`config.mk`:
```
export PLATFORM = sky130hd
export DESIGN_NAME = fetch_hazard_ctrl
export DESIGN_NICKNAME = d
export VERILOG_FILES = /design/src/rtl/fetch_hazard_ctrl.sv
export SDC_FILE = /design/constraint.sdc
export NUM_CORES = 1
export LEC_CHECK = 0
export CORE_MARGIN = 2
export CORE_UTILIZATION = 36
export DETAILED_ROUTE_END_ITERATION = 8
export HOLD_SLACK_MARGIN = 0.06
export PLACE_DENSITY = 0.78
export REMOVE_ABC_BUFFERS = 1
export SETUP_SLACK_MARGIN = 0.5
export SYNTH_ARGS = -nofsm -noshare
export SYNTH_HDL_FRONTEND = slang
export SYNTH_SLANG_ARGS = --single-unit
```
`constraint.sdc`:
```
create_clock -name clk -period 5.4 [get_ports clk]
set_input_delay 1.08 -clock clk [delete_from_list [all_inputs] [get_ports clk]]
set_output_delay 1.08 -clock clk [all_outputs]
set_load 0.01 [all_outputs]
```
`src/rtl/fetch_hazard_ctrl.sv`:
```
// Fetch-stage sequencer: merges redirect, load-use, imem wait and halt into IF/ID/EX controls.
// Mealy outputs (zero-cycle) from RUN/FLUSH/HALT state; bubble counter visible one cycle later.
module fetch_hazard_ctrl #(
  parameter int BW        = 32,
  parameter int FLUSH_CYC = 1,
  parameter int CW        = 16
) (
  input  logic          clk,
  input  logic          rst,
  input  logic          br_req,
  input  logic [BW-1:0] br_target,
  input  logic          ld_use,
  input  logic          mem_wait,
  input  logic          halt_req,
  input  logic          resume,
  output logic          btaken,
  output logic [BW-1:0] EXE_in,
  output logic          stall,
  output logic          flush_id,
  output logic          flush_ex,
  output logic          halted,
  output logic [CW-1:0] bubble_cnt
);

  typedef enum logic [1:0] {RUN, FLUSH, HALT} state_t;

  localparam logic [2:0] FC = 3'(FLUSH_CYC);

  state_t        state_q, state_d;
  logic [2:0]    fcnt_q, fcnt_d;
  logic [CW-1:0] cnt_q;
  logic          bubble;

  always_comb begin
    btaken   = 1'b0;
    EXE_in   = '0;
    stall    = 1'b0;
    flush_id = 1'b0;
    flush_ex = 1'b0;
    halted   = 1'b0;
    state_d  = state_q;
    fcnt_d   = fcnt_q;
    if (!rst) begin
      // A redirect from EXE wins in RUN and restarts an ongoing FLUSH.
      if (br_req && (state_q != HALT)) begin
        btaken   = 1'b1;
        EXE_in   = br_target;
        flush_id = 1'b1;
        flush_ex = 1'b1;
        fcnt_d   = FC;
        state_d  = (FC != 3'd0) ? FLUSH : RUN;
      end else begin
        case (state_q)
          RUN: begin
            if (halt_req) begin
              stall    = 1'b1;
              flush_id = 1'b1;
              state_d  = HALT;
            end else if (mem_wait) begin
              stall    = 1'b1;
              flush_id = 1'b1;
            end else if (ld_use) begin
              stall    = 1'b1;
              flush_ex = 1'b1;
            end
          end
          FLUSH: begin
            // Wrong-path ld_use/halt_req are ignored; mem_wait freezes the countdown.
            flush_id = 1'b1;
            stall    = mem_wait;
            if (!mem_wait) begin
              fcnt_d = fcnt_q - 3'd1;
              if (fcnt_q <= 3'd1) state_d = RUN;
            end
          end
          HALT: begin
            stall    = 1'b1;
            flush_id = 1'b1;
            halted   = 1'b1;
            if (resume) state_d = RUN;
          end
          default: state_d = RUN;
        endcase
      end
    end
  end

  assign bubble     = stall | flush_id | flush_ex;
  assign bubble_cnt = rst ? '0 : cnt_q;

  always_ff @(posedge clk) begin
    if (rst) begin
      state_q <= RUN;
      fcnt_q  <= 3'd0;
      cnt_q   <= '0;
    end else begin
      state_q <= state_d;
      fcnt_q  <= fcnt_d;
      if (bubble && (cnt_q != {CW{1'b1}})) cnt_q <= cnt_q + 1'b1;
    end
  end

endmodule
```
Yosys cells after proc, flatten, opt, wreduce, memory -nomap -nowiden
Index checks and enable logic that the tools add are counted.
{"block": "totals", "rom_bits": 0, "n_memories": 0, "ff_bits": 21, "inputBits": 39, "latchBits": 0, "ram_bits": 0}
{"block": "op_classes", "shift": 0, "div_mod_pow": 0, "bitwise": 3, "reduce_logical": 10, "order_cmp": 1, "n_addsub": 2, "n_eq_ne": 13, "n_mux": 33, "multipliers": 0}
{"op": "$mux W32", "count": 2}
{"op": "$mux W1", "count": 23}
{"op": "$add A16 B1 Y16 const B", "count": 1}
{"op": "$mux W16", "count": 1}
{"op": "$ne A16 B16 Y1 const B", "count": 1}
{"op": "$ne A3 B3 Y1 const B", "count": 4}
{"op": "$ne A2 B2 Y1 const B", "count": 5}
{"op": "$mux W2", "count": 4}
{"op": "$reduce_and A4 Y1", "count": 2}
{"op": "$pmux W2 S3", "count": 1}
{"op": "$reduce_and A2 Y1", "count": 2}
{"op": "$reduce_or A2 Y1", "count": 2}
{"op": "$le A3 B1 Y1 const B", "count": 1}
{"op": "$pmux W1 S3", "count": 1}
{"op": "$sub A3 B1 Y3 const B", "count": 1}
{"op": "$eq A2 B1 Y1 const B", "count": 1}
{"op": "$eq A2 B2 Y1 const B", "count": 1}
{"op": "$logic_and A1 B1 Y1", "count": 2}
{"op": "$logic_not A2 Y1", "count": 1}
{"op": "$ne A2 B1 Y1 const B", "count": 1}
{"op": "$or A1 B1 Y1", "count": 2}
{"op": "$pmux W1 S2", "count": 1}
{"op": "$reduce_bool A2 Y1", "count": 1}
{"op": "$not A1 Y1", "count": 1}

Logic depth before layout (Yosys ltp)
Gate-level depths: netlist of the first run.
{"block": "depth", "word_depth": 9, "ltp_mapped": 11}

Worst setup path after synthesis of the first run
OpenSTA, ideal clock, no wires.
{"block": "synth_timing", "path_type": "input to output", "startpoint": "in rst", "endpoint": "out EXE_in[22]", "path_buffers": 1, "slack_ns": 2.437, "cell_stages": 4, "arrival_time_ns": 1.883, "path_cell_list": "nand3b_1 > inv_1 > clkbuf_1 > and2_1"}
{"block": "synth_via", "elab_chain_len": 1}
{"element": "from (decl)", "line_no": "9", "text": "input logic rst,"}
{"element": "$mux W32", "line_no": "43", "text": "if (!rst) begin"}
{"element": "to (decl)", "line_no": "17", "text": "output logic [BW-1:0] EXE_in,"}
No other way between the ends.

Final worst setup path of the first run
{"block": "layout_timing", "startpoint": "in rst", "endpoint": "out flush_ex"}
{"block": "layout_via", "elab_chain_len": 1}
{"element": "$mux W1", "line_no": "43"}
{"element": "to (decl)", "line_no": "20", "text": "output logic flush_ex,"}
No other way between the ends.

==> impl_metrics.py, run 1 <==
metrics = {
    "logic_synthesis": {
        "synthArstFlopShare_pct": 0,
        "synth_top_cell_by_area": "dfxtp_1",
        "synthFlopType": "dfxtp_1",
        "synth.distinct_cells": 41,
        "syn_area_sq_um": 1540,
        "synth_most_common_cell": "and2_1",
        "synthTopCellsByCount": "33 x and2_1, 21 x dfxtp_1, 17 x nor2b_1",
        "synth_warnings": 0,
        "synthCells": 200,
        "ys_top_cells_by_area": "dfxtp_1 27%, and2_1 13%, nor2b_1 6.9%",
        "ys_ff_latch": 21,
        "synth_area_per_cell_sq_um": 7.68,
        "netlist.area_leader.share_pct": 27.4,
        "synth_edf_count": 0,
        "synth_seq_area_share_pct": 27.4,
    },
    "grt": {
        "grt_pass1_vias": 1611,
        "antenna_found_initial": 0,
        "track_usage_pct": 18.7,
        "gr-total-overflow": 0,
        "grt_max_degree": 35,
        "grt_pass1_wl_um": 7540,
    },
    "layout": {
        "multi_input_area_sq_um": 1040,
        "fin_area_sq_um": 2520,
        "seqCellArea_sq_um": 420,
        "fillers": 365,
        "nets": 334,
        "insertedDiodeCount": 0,
        "area.growth.synth_to_final_pct": 64.0,
        "utilization_pct": 62.0,
        "final_layout_size_suffix_gt1_share_pct": 3.50,
    },
    "clocking": {
        "cts_sinks": 21,
        "cts-buffers-inserted": 3,
        "clock-root-buffer": "clkbuf_8",
        "clk_latency_ns": 0.26,
        "cts_tree": "done",
        "clockBufferDepth": 2,
        "cts_resized": 0,
        "holdBufCountCts": 0,
        "clk_pin_slew_ns": 0.08,
        "cts_post_setup_buffers_inserted": 0,
        "htreeDepth": 1,
    },
    "sta": {
        "finalSetupViolCount": 0,
        "finalCritPeriodShare_pct": 77.3,
        "skew_ns": 0.00347,
        "holdWs_ns": 0.510,
        "worstMarginPinSlew_ns": 0.764,
        "slew_violations": 0,
        "hold_viol": 0,
        "period_minus_slack_ns": 4.18,
        "setup_ws_ns": 1.22,
        "relSlewSlack_pct": 48.4,
        "rsz0062_at_grt": "no",
        "finalSetupTns_ns": 0,
        "fmax_ghz": 0.239,
    },
    "worst_hold_path": {
        "hold_path_class": "flip-flop to flip-flop",
        "hold_start": "cnt_q[4]$_SDFFE_PP0P_",
        "hold_depth": 1,
        "min_to": "cnt_q[4]$_SDFFE_PP0P_",
    },
    "placement": {
        "gp_congestion": 0.870,
        "placed_area_sq_um": 2470,
        "pre_cts_slack_ns": 1.21,
        "portBuffers": 91,
        "dp_hpwl_um": 3600,
    },
    "die": {
        "fp.dieH_um": 69.3,
        "core-area_sq_um": 4060,
        "fp.dieW_um": 69.3,
        "pin_count": 92,
        "start_util_pct": 37.8,
        "row_count": 23,
        "dieArea_sq_um": 4800,
    },
    "critical_path": {
        "worstPathRequired_ns": 4.32,
        "setup.worst_path.start": "rst",
        "cp-start-kind": "input pin",
        "crit_fanout": 34,
        "r2r_cells": 9,
        "rrSetupSlack_ns": 2.65,
        "worstSetupEndpointType": "primary output",
        "crit_type": "input pin to primary output",
        "reg2reg_to": "cnt_q[9]$_SDFFE_PP0P_",
        "arrival_ns": 3.10,
        "r2r-start": "state_q[0]$_SDFFE_PP0P_",
    },
    "drt": {
        "via_count": 1717,
        "remaining_drc_errors": 0,
        "drt_iter0_markers": 53,
        "dr.pass1.iters": 4,
        "final_antenna_net_count": 0,
        "routed_wl_um": 4480,
        "wl_per_cell_um": 13.3,
        "viasPerCell": 5.11,
    },
    "power": {
        "vdd_drop_max_mv": 0.141,
        "power_density_nw_per_um2": 173,
        "p_leak_nw": 0.918,
    },
    "outcome": {
        "status": "completed",
    },
    "job": {
        "cap_violations": 0,
    },
}
## area by class of cell
class	count	share of cell area (%)
Timing Repair Buffer	92	36.5
Tap cell	50	2.49
Sequential cell	21	16.7
Clock buffer	4	1.79
Inverter	9	1.34
Multi-Input combinational cell	160	41.2
## worst max path at each step
stage	slack, ns	to	cells after the start
final	1.22	flush_ex	6
after floorplan	2.39	flush_ex	4
after global placement	1.25	flush_ex	6
after global routing	1.0	flush_ex	6
after detailed placement	1.21	flush_ex	6
after CTS	1.21	flush_ex	6
## metrics by stage
stage | power [mW] | std cells
global route | 0.458 | 336
detailed placement | 0.336 | 332
global placement | 0.333 | 332
floorplan | 0.252 | 190
CTS | 0.438 | 336
finish | 0.435 | 336
## power by group
group,switching [mW],internal (mW),leakage (nW)
Sequential,0.0141,0.166,0.171
Clock,0.0504,0.0526,0.0228
Combinational,0.0663,0.0859,0.724
## cells in the final DEF (no fill, tap or decap), types with 3 or more instances in the layout
cell              n
a21oi_1           9
dfxtp_1          21
nor3_1            5
nand2_1          11
and2_1           33
o21ai_0          12
nor4_1            3
clkbuf_8          3
clkdlybuf4s50_1  91
inv_1             9
nand3_1           7
nor2_1           12
or4_1             5
mux2_2            3
nor2b_1          17
ha_1              8
o31ai_1           7
## metal layers
layer  part of all wire (%)  GRT usage (%)
met1                     44           22.7
met2                     49           34.6
met3                    5.3           2.62
met4                   0.87           3.92
met5                      0              0
## critical path, cell delays in order
cell and delay, ns:
clkdlybuf4s50_1 0.44, nand3b_1 0.23, inv_1 0.54, a21oi_1 0.18, inv_1 0.09, clkdlybuf4s50_1 0.53
## logic make-up (layout without fill, tap and decap cells)
logic type	Yosys count	in the layout	share of synthesized area, %
AND/OR/NAND/NOR	104	104	38.6
AO/OA/AOI/OAI	42	42	18.5
flip-flops	21	21	27.4
buffers and inverters	19	105	5.05
adder cells (fa/ha/maj)	8	8	6.52
multiplexers	4	4	2.85
XOR/XNOR	2	2	1.14
## state kept, by name, summed over array words and instances, names as in the netlist
register / flops
state_q: 2
fcnt_q: 3
cnt_q: 16
(Power assumes the default switching activity.)
==> run 2, diff against run 1 <==
Settings changed: CORE_UTILIZATION 36 to 34, PLACE_DENSITY 0.78 to 0.77.
Clock period 5.4 ns to 3.8 ns, I/O delays scaled along.
==> impl_metrics.py, run 2 (synthesized netlist as in run 1, its figures left out) <==
metrics = {
    "clocking": {
        "cts_sinks": 21,
        "clk_pin_slew_ns": 0.07,
        "htreeDepth": 1,
        "clk_latency_ns": 0.26,
        "clockBufferDepth": 2,
        "cts-buffers-inserted": 3,
        "clock-root-buffer": "clkbuf_8",
        "cts_tree": "done",
    },
    "sta": {
        "hold_viol": 0,
        "finalSetupViolCount": 0,
        "relSlewSlack_pct": 49.6,
        "worstMarginPinSlew_ns": 0.747,
        "finalSetupTns_ns": 0,
        "holdWs_ns": 0.503,
        "skew_ns": 0.000675,
        "finalCritPeriodShare_pct": 86.5,
        "slew_violations": 0,
        "fmax_ghz": 0.304,
        "period_minus_slack_ns": 3.29,
        "rsz0062_at_grt": "yes",
    },
    "die": {
        "fp.dieW_um": 71.2,
        "pin_count": 92,
        "dieArea_sq_um": 5070,
        "fp.dieH_um": 71.2,
        "core-area_sq_um": 4350,
        "start_util_pct": 35.3,
        "row_count": 24,
    },
    "critical_path": {
        "worstPathRequired_ns": 3.04,
        "rrSetupSlack_ns": 1.52,
        "path_depth": 6,
        "crit_fanout": 10,
        "r2r_cells": 10,
        "arrival_ns": 2.53,
        "crit_top_cell": "clkdlybuf4s50_1",
        "worstSetupEndpointType": "primary output",
        "crit_type": "input pin to primary output",
        "worstPathCellList": "clkdlybuf4s50_1, buf_4, nor4b_1, a21oi_2, inv_1, clkdlybuf4s50_1",
        "path_delay_family": "buffers and inverters",
        "reg2reg_to": "cnt_q[9]$_SDFFE_PP0P_",
        "setup.worst_path.start": "rst",
        "crit_end": "flush_ex",
        "r2r-start": "state_q[0]$_SDFFE_PP0P_",
        "slowest_stage": "clkdlybuf4s50_1",
        "critPathMaxStageDelay_ns": 0.52,
        "timing.critical_path.buf_inv": 4,
        "cp-start-kind": "input pin",
    },
    "placement": {
        "dp_hpwl_um": 3740,
        "portBuffers": 91,
        "gp_congestion": 0.833,
        "dp_cells": 336,
    },
    "power": {
        "power_mw": 0.623,
        "p_leak_nw": 0.935,
        "vdd_drop_max_mv": 0.249,
        "power_density_nw_per_um2": 244,
    },
    "layout": {
        "largest_register_ffs": 16,
        "nets": 337,
        "area.growth.synth_to_final_pct": 66.3,
        "seqCellArea_sq_um": 420,
        "final_layout_size_suffix_gt1_share_pct": 4.84,
        "reg.largest.list": "cnt_q: 16 flops, fcnt_q: 3 flops, state_q: 2 flops",
        "final_common_cell": "clkdlybuf4s50_1",
        "final_cell_mix": "91 x clkdlybuf4s50_1, 33 x and2_1, 21 x dfxtp_1",
        "insertedDiodeCount": 0,
        "fillers": 415,
        "top_register": "cnt_q",
        "multi_input_area_sq_um": 1040,
        "final_cell_count_no_fill": 341,
    },
    "drt": {
        "wl_met2_um": 2440,
        "remaining_drc_errors": 0,
        "routed_wl_um": 4690,
        "drt_iter0_markers": 45,
        "wl_met3_um": 387,
        "wl_per_cell_um": 13.8,
        "viasPerCell": 5.12,
        "highest_layer": "met4",
        "dr.pass1.iters": 4,
        "final_antenna_net_count": 0,
        "via_count": 1746,
        "m1WireLength_um": 1800,
    },
    "grt": {
        "grt_pass1_wl_um": 7490,
        "track_usage_pct": 18.3,
        "antenna_found_initial": 0,
        "grt_pass1_vias": 1540,
        "gr-total-overflow": 0,
        "grt_max_degree": 35,
    },
    "job": {
        "cap_violations": 0,
    },
    "outcome": {
        "status": "completed",
    },
    "worst_hold_path": {
        "hold_path_class": "flip-flop to flip-flop",
    },
}
-- run 2: cell type report --
class | instances | area share [%]
Multi-Input combinational cell | 160 | 40.8
Timing Repair Buffer | 95 | 37.1
Sequential cell | 21 | 16.5
Tap cell | 52 | 2.55
Clock buffer | 4 | 1.76
Inverter | 9 | 1.32
-- run 2: worst min-delay path by stage --
stage / cells past startpoint / end / slack [ns] / from
floorplan: 1 / cnt_q[4]$_SDFFE_PP0P_ / 0.45 / cnt_q[4]$_SDFFE_PP0P_
global placement: 1 / cnt_q[4]$_SDFFE_PP0P_ / 0.47 / cnt_q[4]$_SDFFE_PP0P_
detailed placement: 2 / cnt_q[11]$_SDFFE_PP0P_ / 0.49 / cnt_q[11]$_SDFFE_PP0P_
CTS: 2 / cnt_q[11]$_SDFFE_PP0P_ / 0.50 / cnt_q[11]$_SDFFE_PP0P_
global route: 2 / cnt_q[11]$_SDFFE_PP0P_ / 0.54 / cnt_q[11]$_SDFFE_PP0P_
finish: 2 / cnt_q[11]$_SDFFE_PP0P_ / 0.50 / cnt_q[11]$_SDFFE_PP0P_
-- run 2: where the power goes --
part / switching (mW) / internal [mW] / leakage [nW] / total [mW]
Combinational: 0.0977 / 0.126 / 0.741 / 0.224
Sequential: 0.0192 / 0.236 / 0.171 / 0.255
Clock: 0.0702 / 0.0747 / 0.0228 / 0.145
Total: 0.187 / 0.436 / 0.935 / 0.623
-- run 2: layer usage --
layer	global-route usage (%)	up-vias
met2	35.6	79
met3	3.28	9
met5	0	-
met4	5.03	0
li1	-	879
met1	20.0	779
-- run 2: repair_timing --
action	CTS	global route
buffers inserted	0	1
endpoints found under the setup margin	1	33
hold buffers	0	0
gates resized for setup	1	3
-- run 2: through the flow --
stage	util, %	cell area, sq um	worst slack (ns)
2_1_floorplan	-	1490	1.32
3_3_place_gp	57.2	2490	0.508
3_5_place_dp	57.2	2490	0.499
4_1_cts	58.3	2540	0.542
5_1_grt	58.6	2550	0.384
6_report	58.6	2550	0.513
-- run 2: worst min-delay path, cell delays in order (launching register included) --
cell     delay [ns]
dfxtp_1        0.34
o41ai_1        0.07
a21oi_1        0.05
